[config.mk]
export PLATFORM = sky130hd
export DESIGN_NAME = reg_file_param
export DESIGN_NICKNAME = d
export VERILOG_FILES = /design/src/rtl/reg_file_param.sv
export SDC_FILE = /design/constraint.sdc
export NUM_CORES = 1
export LEC_CHECK = 0
export ABC_CLOCK_PERIOD_IN_PS = 5400
export CAP_MARGIN = 30
export CELL_PAD_IN_SITES_DETAIL_PLACEMENT = 2
export CELL_PAD_IN_SITES_GLOBAL_PLACEMENT = 2
export CORE_MARGIN = 8
export CORE_UTILIZATION = 45
export CTS_BUF_LIST = sky130_fd_sc_hd__clkbuf_16
export CTS_CLUSTER_SIZE = 14
export DETAILED_ROUTE_END_ITERATION = 6
export PLACE_DENSITY = 0.84
export SYNTH_ARGS = -nofsm -noshare
export SYNTH_HDL_FRONTEND = slang
export SYNTH_SLANG_ARGS = --single-unit
[constraint.sdc]
create_clock -name clk -period 5.4 [get_ports clk]
set_clock_uncertainty 0.15 [all_clocks]
set_input_delay 1.08 -clock clk [delete_from_list [all_inputs] [get_ports clk]]
set_output_delay 1.08 -clock clk [all_outputs]
set_load 0.03 [all_outputs]
[src/rtl/reg_file_param.sv]
// Parametrised register file: one write port, two combinational read ports, optional
// hardwired zero register, optional write-to-read bypass and a one-entry-per-cycle clear sweep.
module reg_file_param #(
  parameter int WIDTH    = 8,
  parameter int DEPTH    = 8,
  parameter int ZERO_REG = 1,
  parameter int BYPASS   = 1,
  localparam int AW      = $clog2(DEPTH)
) (
  input  logic             clk,
  input  logic             rst,
  input  logic             we3,
  input  logic [AW-1:0]    wa3,
  input  logic [WIDTH-1:0] wd3,
  input  logic [AW-1:0]    ra1,
  input  logic [AW-1:0]    ra2,
  input  logic             clr,
  output logic [WIDTH-1:0] rd1,
  output logic [WIDTH-1:0] rd2,
  output logic             busy,
  output logic             wr_drop
);

  typedef enum logic [0:0] {
    S_IDLE  = 1'b0,
    S_CLEAR = 1'b1
  } state_t;

  state_t           state_r, state_s;
  logic [AW-1:0]    ptr_r, ptr_s;
  logic             wr_drop_r, wr_drop_s;
  logic [WIDTH-1:0] mem_r [DEPTH];
  logic             idle_s, wa_zero_s, wr_ok_s, wr_commit_s;

  // Selects one read port value; busy and the zero register override everything.
  function automatic logic [WIDTH-1:0] read_sel(
    input logic [AW-1:0]    ra,
    input logic [WIDTH-1:0] stored,
    input logic             busy_i,
    input logic             byp_i,
    input logic [AW-1:0]    wa,
    input logic [WIDTH-1:0] wd
  );
    logic [WIDTH-1:0] v;
    if (busy_i) begin
      v = '0;
    end else if ((ZERO_REG != 0) && (ra == '0)) begin
      v = '0;
    end else if ((BYPASS != 0) && byp_i && (wa == ra)) begin
      v = wd;
    end else begin
      v = stored;
    end
    return v;
  endfunction

  // Write acceptance and rejection decode.
  always_comb begin
    idle_s      = (state_r == S_IDLE);
    wa_zero_s   = (ZERO_REG != 0) && (wa3 == '0);
    wr_ok_s     = idle_s && we3 && !clr && !wa_zero_s;
    wr_commit_s = wr_ok_s && !rst;
    wr_drop_s   = we3 && (!idle_s || clr);
  end

  // Clear-sweep next-state logic; the terminal compare happens before ptr wraps.
  always_comb begin
    state_s = state_r;
    ptr_s   = ptr_r;
    case (state_r)
      S_IDLE: begin
        if (clr) begin
          state_s = S_CLEAR;
          ptr_s   = '0;
        end else begin
          state_s = S_IDLE;
          ptr_s   = ptr_r;
        end
      end
      S_CLEAR: begin
        ptr_s = ptr_r + AW'(1'b1);
        if (ptr_r == AW'(DEPTH - 1)) begin
          state_s = S_IDLE;
        end else begin
          state_s = S_CLEAR;
        end
      end
      default: begin
        state_s = S_IDLE;
        ptr_s   = '0;
      end
    endcase
  end

  // Control state registers.
  always_ff @(posedge clk) begin
    if (rst) begin
      state_r   <= S_CLEAR;
      ptr_r     <= '0;
      wr_drop_r <= 1'b0;
    end else begin
      state_r   <= state_s;
      ptr_r     <= ptr_s;
      wr_drop_r <= wr_drop_s;
    end
  end

  // Reset-less storage, zeroed by the sweep instead.
  always_ff @(posedge clk) begin
    if (state_r == S_CLEAR) begin
      mem_r[ptr_r] <= '0;
    end else if (wr_commit_s) begin
      mem_r[wa3] <= wd3;
    end
  end

  // Combinational read ports.
  always_comb begin
    rd1 = read_sel(ra1, mem_r[ra1], !idle_s, wr_ok_s, wa3, wd3);
    rd2 = read_sel(ra2, mem_r[ra2], !idle_s, wr_ok_s, wa3, wd3);
  end

  assign busy    = (state_r == S_CLEAR);
  assign wr_drop = wr_drop_r;

endmodule
# Yosys cells after proc, flatten, opt, wreduce, memory -nomap -nowiden
# Memories as Yosys holds them, arrays and structs flattened.
# Cells that the tools add are included.
[totals]
reg_bits = 5
latch_bits = 0
ram_bits = 64
romBits = 0
input_bits = 21
out_inout_bits = 18
word_cells = 44
memories = 1
[classes]
addsub = 1
multipliers = 0
n_div = 0
magnitude_cmp = 0
eq_ne = 4
n_shift = 0
n_mux = 19
bitwise_logic = 1
n_reduce_logical = 15
[mem_list]
columns = ["name", "words", "word_bits", "read_ports", "rd_clocked_by_memory_dff", "wr", "line_no", "text"]
rows = [
  ["mem_r", 8, 8, 2, 0, 1, "32", "logic [WIDTH-1:0] mem_r [DEPTH];"],
]
[ops]
columns = ["operator", "count"]
rows = [
  ["8-bit two-way mux", 7],
  ["3-bit zero test", 3],
  ["1-bit two-way mux", 8],
  ["8-bit OR reduction", 1],
  ["1-bit logical AND", 7],
  ["3-bit == test", 2],
  ["3-bit two-way mux", 2],
  ["3-bit case mux with 2 select lines", 1],
  ["3-bit by 1-bit adder with 3-bit output, second input constant", 1],
  ["3-bit == test, second input constant", 1],
  ["1-bit zero test", 3],
  ["2-bit inequality test, second input constant", 1],
  ["1-bit case mux with 2 select lines", 1],
  ["1-bit logical OR", 1],
  ["1-bit NOT", 1],
]

# Logic depth before layout (Yosys ltp)
[logic_depth]
depth_word = 10
mapped_depth = 7
mapped_depth_nobuf = 4

# Worst setup path before layout
# OpenSTA, ideal clock, no wires.
[synth_path]
path_type = "input -> output"
start = "input ra2[0]"
end = "output rd2[4]"
arrival_time_ns = 2.277
required_ns = 4.170
path_slack_ns = 1.893
path_stages = 6
n_path_buf = 2
path_cell_list = "buf_6 buf_12 mux4_1 mux2i_1 o21ai_1 o211a_1"
[synth_via]
elab_chain_cells = 5
elab_cells_between_ends = 7
cone_classes = "1 x eq/ne; 3 x mux; 2 x reduce/logical; 1 x memory"
[synth_rtl]
columns = ["item", "line_no", "text"]
rows = [
  ["start, declared", "16", "input logic [AW-1:0] ra2,"],
  ["branches (longest 3 deep; another with memory read 8 x 8 bit)", "--", ""],
  ["8-bit two-way mux *", "47", "end else if ((ZERO_REG != 0) && (ra == '0)) begin"],
  ["8-bit two-way mux *", "45", "if (busy_i) begin"],
  ["end, declared", "19", "output logic [WIDTH-1:0] rd2,"],
]
# Mark *: on every way between the ends.

# Worst setup path in the final report
[layout_path]
start = "input wa3[2]"
end = "output rd2[0]"
[layout_via]
elab_chain_cells = 7
elab_cells_between_ends = 8
cone_classes = "1 x eq/ne; 3 x mux; 4 x reduce/logical"
[layout_rtl]
columns = ["item", "line_no", "text"]
rows = [
  ["start, declared", "13", "input logic [AW-1:0] wa3,"],
  ["3-bit zero test", "60", "wa_zero_s = (ZERO_REG != 0) && (wa3 == '0);"],
  ["1-bit zero test", "61", "wr_ok_s = idle_s && we3 && !clr && !wa_zero_s;"],
  ["1-bit logical AND", "61", ""],
  ["1-bit logical AND *", "49", "end else if ((BYPASS != 0) && byp_i && (wa == ra)) begin"],
  ["8-bit two-way mux *", "49", ""],
  ["8-bit two-way mux *", "47", ""],
  ["8-bit two-way mux *", "45", ""],
]
# Every way passes the cells marked *; elsewhere a longest branch is shown, timed or not.

==> impl_metrics.yaml <==
sta:
  hold_viol: 0
  setup_viol: 0
  slew-limit-headroom_pct: 54.9
  rsz0062_at_grt: "no"
  max_freq_mhz: 199
  tightestPinTransition_ns: 0.673
  min_period_ns: 5.03
  timing.setup.tns_ns: 0
  period_share_pct: 93.2
  maxSlewViolCount: 0
critical_path:
  critPathMaxFanout: 11
  crit_top_cell: "clkdlybuf4s50_1"
  path_buf_inv: 3
  cpPeakStageDelay_ns: 0.67
  r2r_cells: 5
  r2r-end: "mem_r[0][7]"
  path_cells: "clkdlybuf4s50_1 > nor3_1 > nand3b_1 > buf_4 > o21ai_0 > o211a_1 > clkdlybuf4s50_1"
  r2r_start: "busy"
  arrival_ns: 3.80
  worstSetupStartpointType: "primary input"
  cp.required_ns: 4.17
  path_class: "in -> out"
  r2r_slack_ns: 2.68
  crit_slowest_cell: "clkdlybuf4s50_1"
  cpLargestDelayFamily: "buffers and inverters"
  cp-end-kind: "output pin"
yosys:
  synth_area_leaders: "edfxtp_1, mux4_1, mux4_2"
  synth_area_leader_cell: "edfxtp_1"
  synth-seq-cells: 69
  synth_nets: 255
  synth.top_cell.area_share_pct: 50.6
  postSynthCellCount: 232
  yosysSeqAreaShare_pct: 53.2
  avgSynthCellArea_um2: 16.4
  ys_types: 33
  ys_warn_count: 0
  netlist_area_um2: 3800
clocking:
  root_buffer: "clkbuf_16"
  tritoncts: "done"
  path_clk_slew_ns: 0.05
  cts_setup_buffers: 0
  cts_inserted_buffers: 9
  cts_buffer_depth: 2
  cts_resized: 0
  clock-sinks: 69
  htree_levels: 3
  ctsHoldBuffers: 0
  clk_latency_ns: 0.33
drt:
  antenna_left: 0
  vias: 2395
  wl_per_cell_um: 29.9
  first_pass_iters: 4
  wirelength_um: 11600
  drc: 0
  avgViaCountPerCell: 6.19
  first_iter_violations: 87
global_routing:
  met3_usage_pct: 4.67
  grt_pass1_wl_um: 17300
  met2_usage_pct: 36.8
  use_met1_pct: 25.2
  grtUsageTotal_pct: 21.1
  grt_pass1_vias: 2708
  grt_max_degree: 19
  grt.busiest_layer: "met2"
  grt_overflow: 0
  antenna_found_initial: 0
pwr:
  powerDensity_nw_per_um2: 301
  irDropWorstVdd_mv: 0.261
  leakagePower_nw: 1.65
  power_mw: 1.38
die:
  core.rowCount: 33
  die_area_um2: 11600
  die_h_um: 108
  die-width_um: 108
  ios: 39
  coreArea_um2: 8220
  start_util_pct: 46.2
hold_path:
  hp-start: "ptr_r[0]"
  hold_class: "reg -> reg"
  holdPathStages: 2
  holdPathEnd: "ptr_r[0]"
finish:
  fillCellCount: 722
  syn2layout_area_growth_pct: 20.5
  fin_nets: 300
  final_layout_size_suffix_gt1_share_pct: 16.3
  diodes: 0
  final_cells: 387
placement:
  gp_congestion: 0.740
  place_inst: 370
  portBuffers: 38
  dpl.hpwl_um: 7800
outcome:
  status: "finished clean"
run:
  cap_violations: 0
==> routing by layer <==
metal	share of wire (%)	wire, um
met1	41	4730
met2	53	6160
met3	4.6	529
met4	1.4	159
met5	0	0
==> layout by cell type (no fill, tap or decap), drive strengths merged, types with 2 or more instances in the layout <==
cell / synthesis / layout
and2: 9 / 9
clkbuf: 1 / 9
nand2: 3 / 3
clkinvlp: 0 / 2
clkinv: 0 / 2
dfxtp: 5 / 5
clkdlybuf4s50: 0 / 38
xnor2: 6 / 6
o21ai: 16 / 16
mux4: 32 / 32
nor3b: 3 / 3
inv: 0 / 2
nand3: 2 / 2
nor2: 13 / 13
ha: 2 / 2
or2: 3 / 3
o211a: 16 / 16
buf: 19 / 16
a21oi: 4 / 4
mux2i: 20 / 20
edfxtp: 64 / 64
nor2b: 5 / 5
nor3: 3 / 3
==> sequential cells by signal (all words and copies together) (netlist names) <==
signal	cells
wr_drop	1
busy	1
ptr_r	3
mem_r	64
==> worst reg2reg max path, delay by kind of cell (launching register included) <==
| kind | cells | cell delay, ns |
|---|---|---|
| simple gates | 3 | 1.13 |
| compound gates | 1 | 0.43 |
| buf+inv | 1 | 0.27 |
| flops | 1 | 0.45 |
==> synth_stat cells (all sizes together) <==
cell,number
o211a,16
nand3b,1
dfxtp,5
clkbuf,1
and4bb,1
a21oi,4
nor3b,3
buf,19
edfxtp,64
and2,9
o21ai,16
nand2b,1
xnor2,6
nor2,13
ha,2
mux2i,20
nand2,3
o31a,1
nor2b,5
or2,3
a22oi,1
mux4,32
o31ai,1
nand3,2
nor3,3
==> power by group <==
| group | internal, mW | switching (mW) | total [mW] |
|---|---|---|---|
| clock | 0.359 | 0.235 | 0.594 |
| sequential | 0.606 | 0.0137 | 0.620 |
| combinational | 0.0771 | 0.0860 | 0.163 |
==> kinds of logic after synthesis <==
group,share of synthesized area [%]
xor+xnor,1.38
compound gates,7.47
flops,53.2
mux,26.4
fa+ha+maj,0.658
simple gates,6.78
buf+inv,4.08
==> metrics by stage <==
step                      utilization, %  hold WS (ns)  cell area [um^2]  setup WS (ns)
final                               55.7         0.355              4580          0.368
after global routing                55.7         0.393              4580          0.244
after CTS                           55.6         0.352              4570          0.329
after detailed placement            52.0         0.345              4270          0.378
after global placement              51.9         0.336              4260          0.546
after floorplan                        -         0.312              3800           1.89
==> final cells by class <==
type | instances | area (um^2) | share of cell area (%)
well taps | 105 | 131 | 2.87
multi-input cells | 143 | 1620 | 35.4
repair buffers | 54 | 504 | 11.0
clock inverters | 7 | 75.1 | 1.64
clock buffers | 9 | 225 | 4.92
flip-flops and latches | 69 | 2020 | 44.1
==> worst max path at each step <==
stage / startpoint / to / slack, ns / depth (start not counted)
after floorplan: ra2[0] / rd2[4] / 1.89 / 6
after global placement: ra2[0] / rd2[5] / 0.55 / 7
after detailed placement: wa3[2] / rd2[0] / 0.38 / 7
after CTS: wa3[2] / rd2[0] / 0.33 / 7
after global routing: wa3[2] / rd2[0] / 0.24 / 7
final: wa3[2] / rd2[0] / 0.37 / 7
No activity file was read; power rests on OpenSTA's default activity.
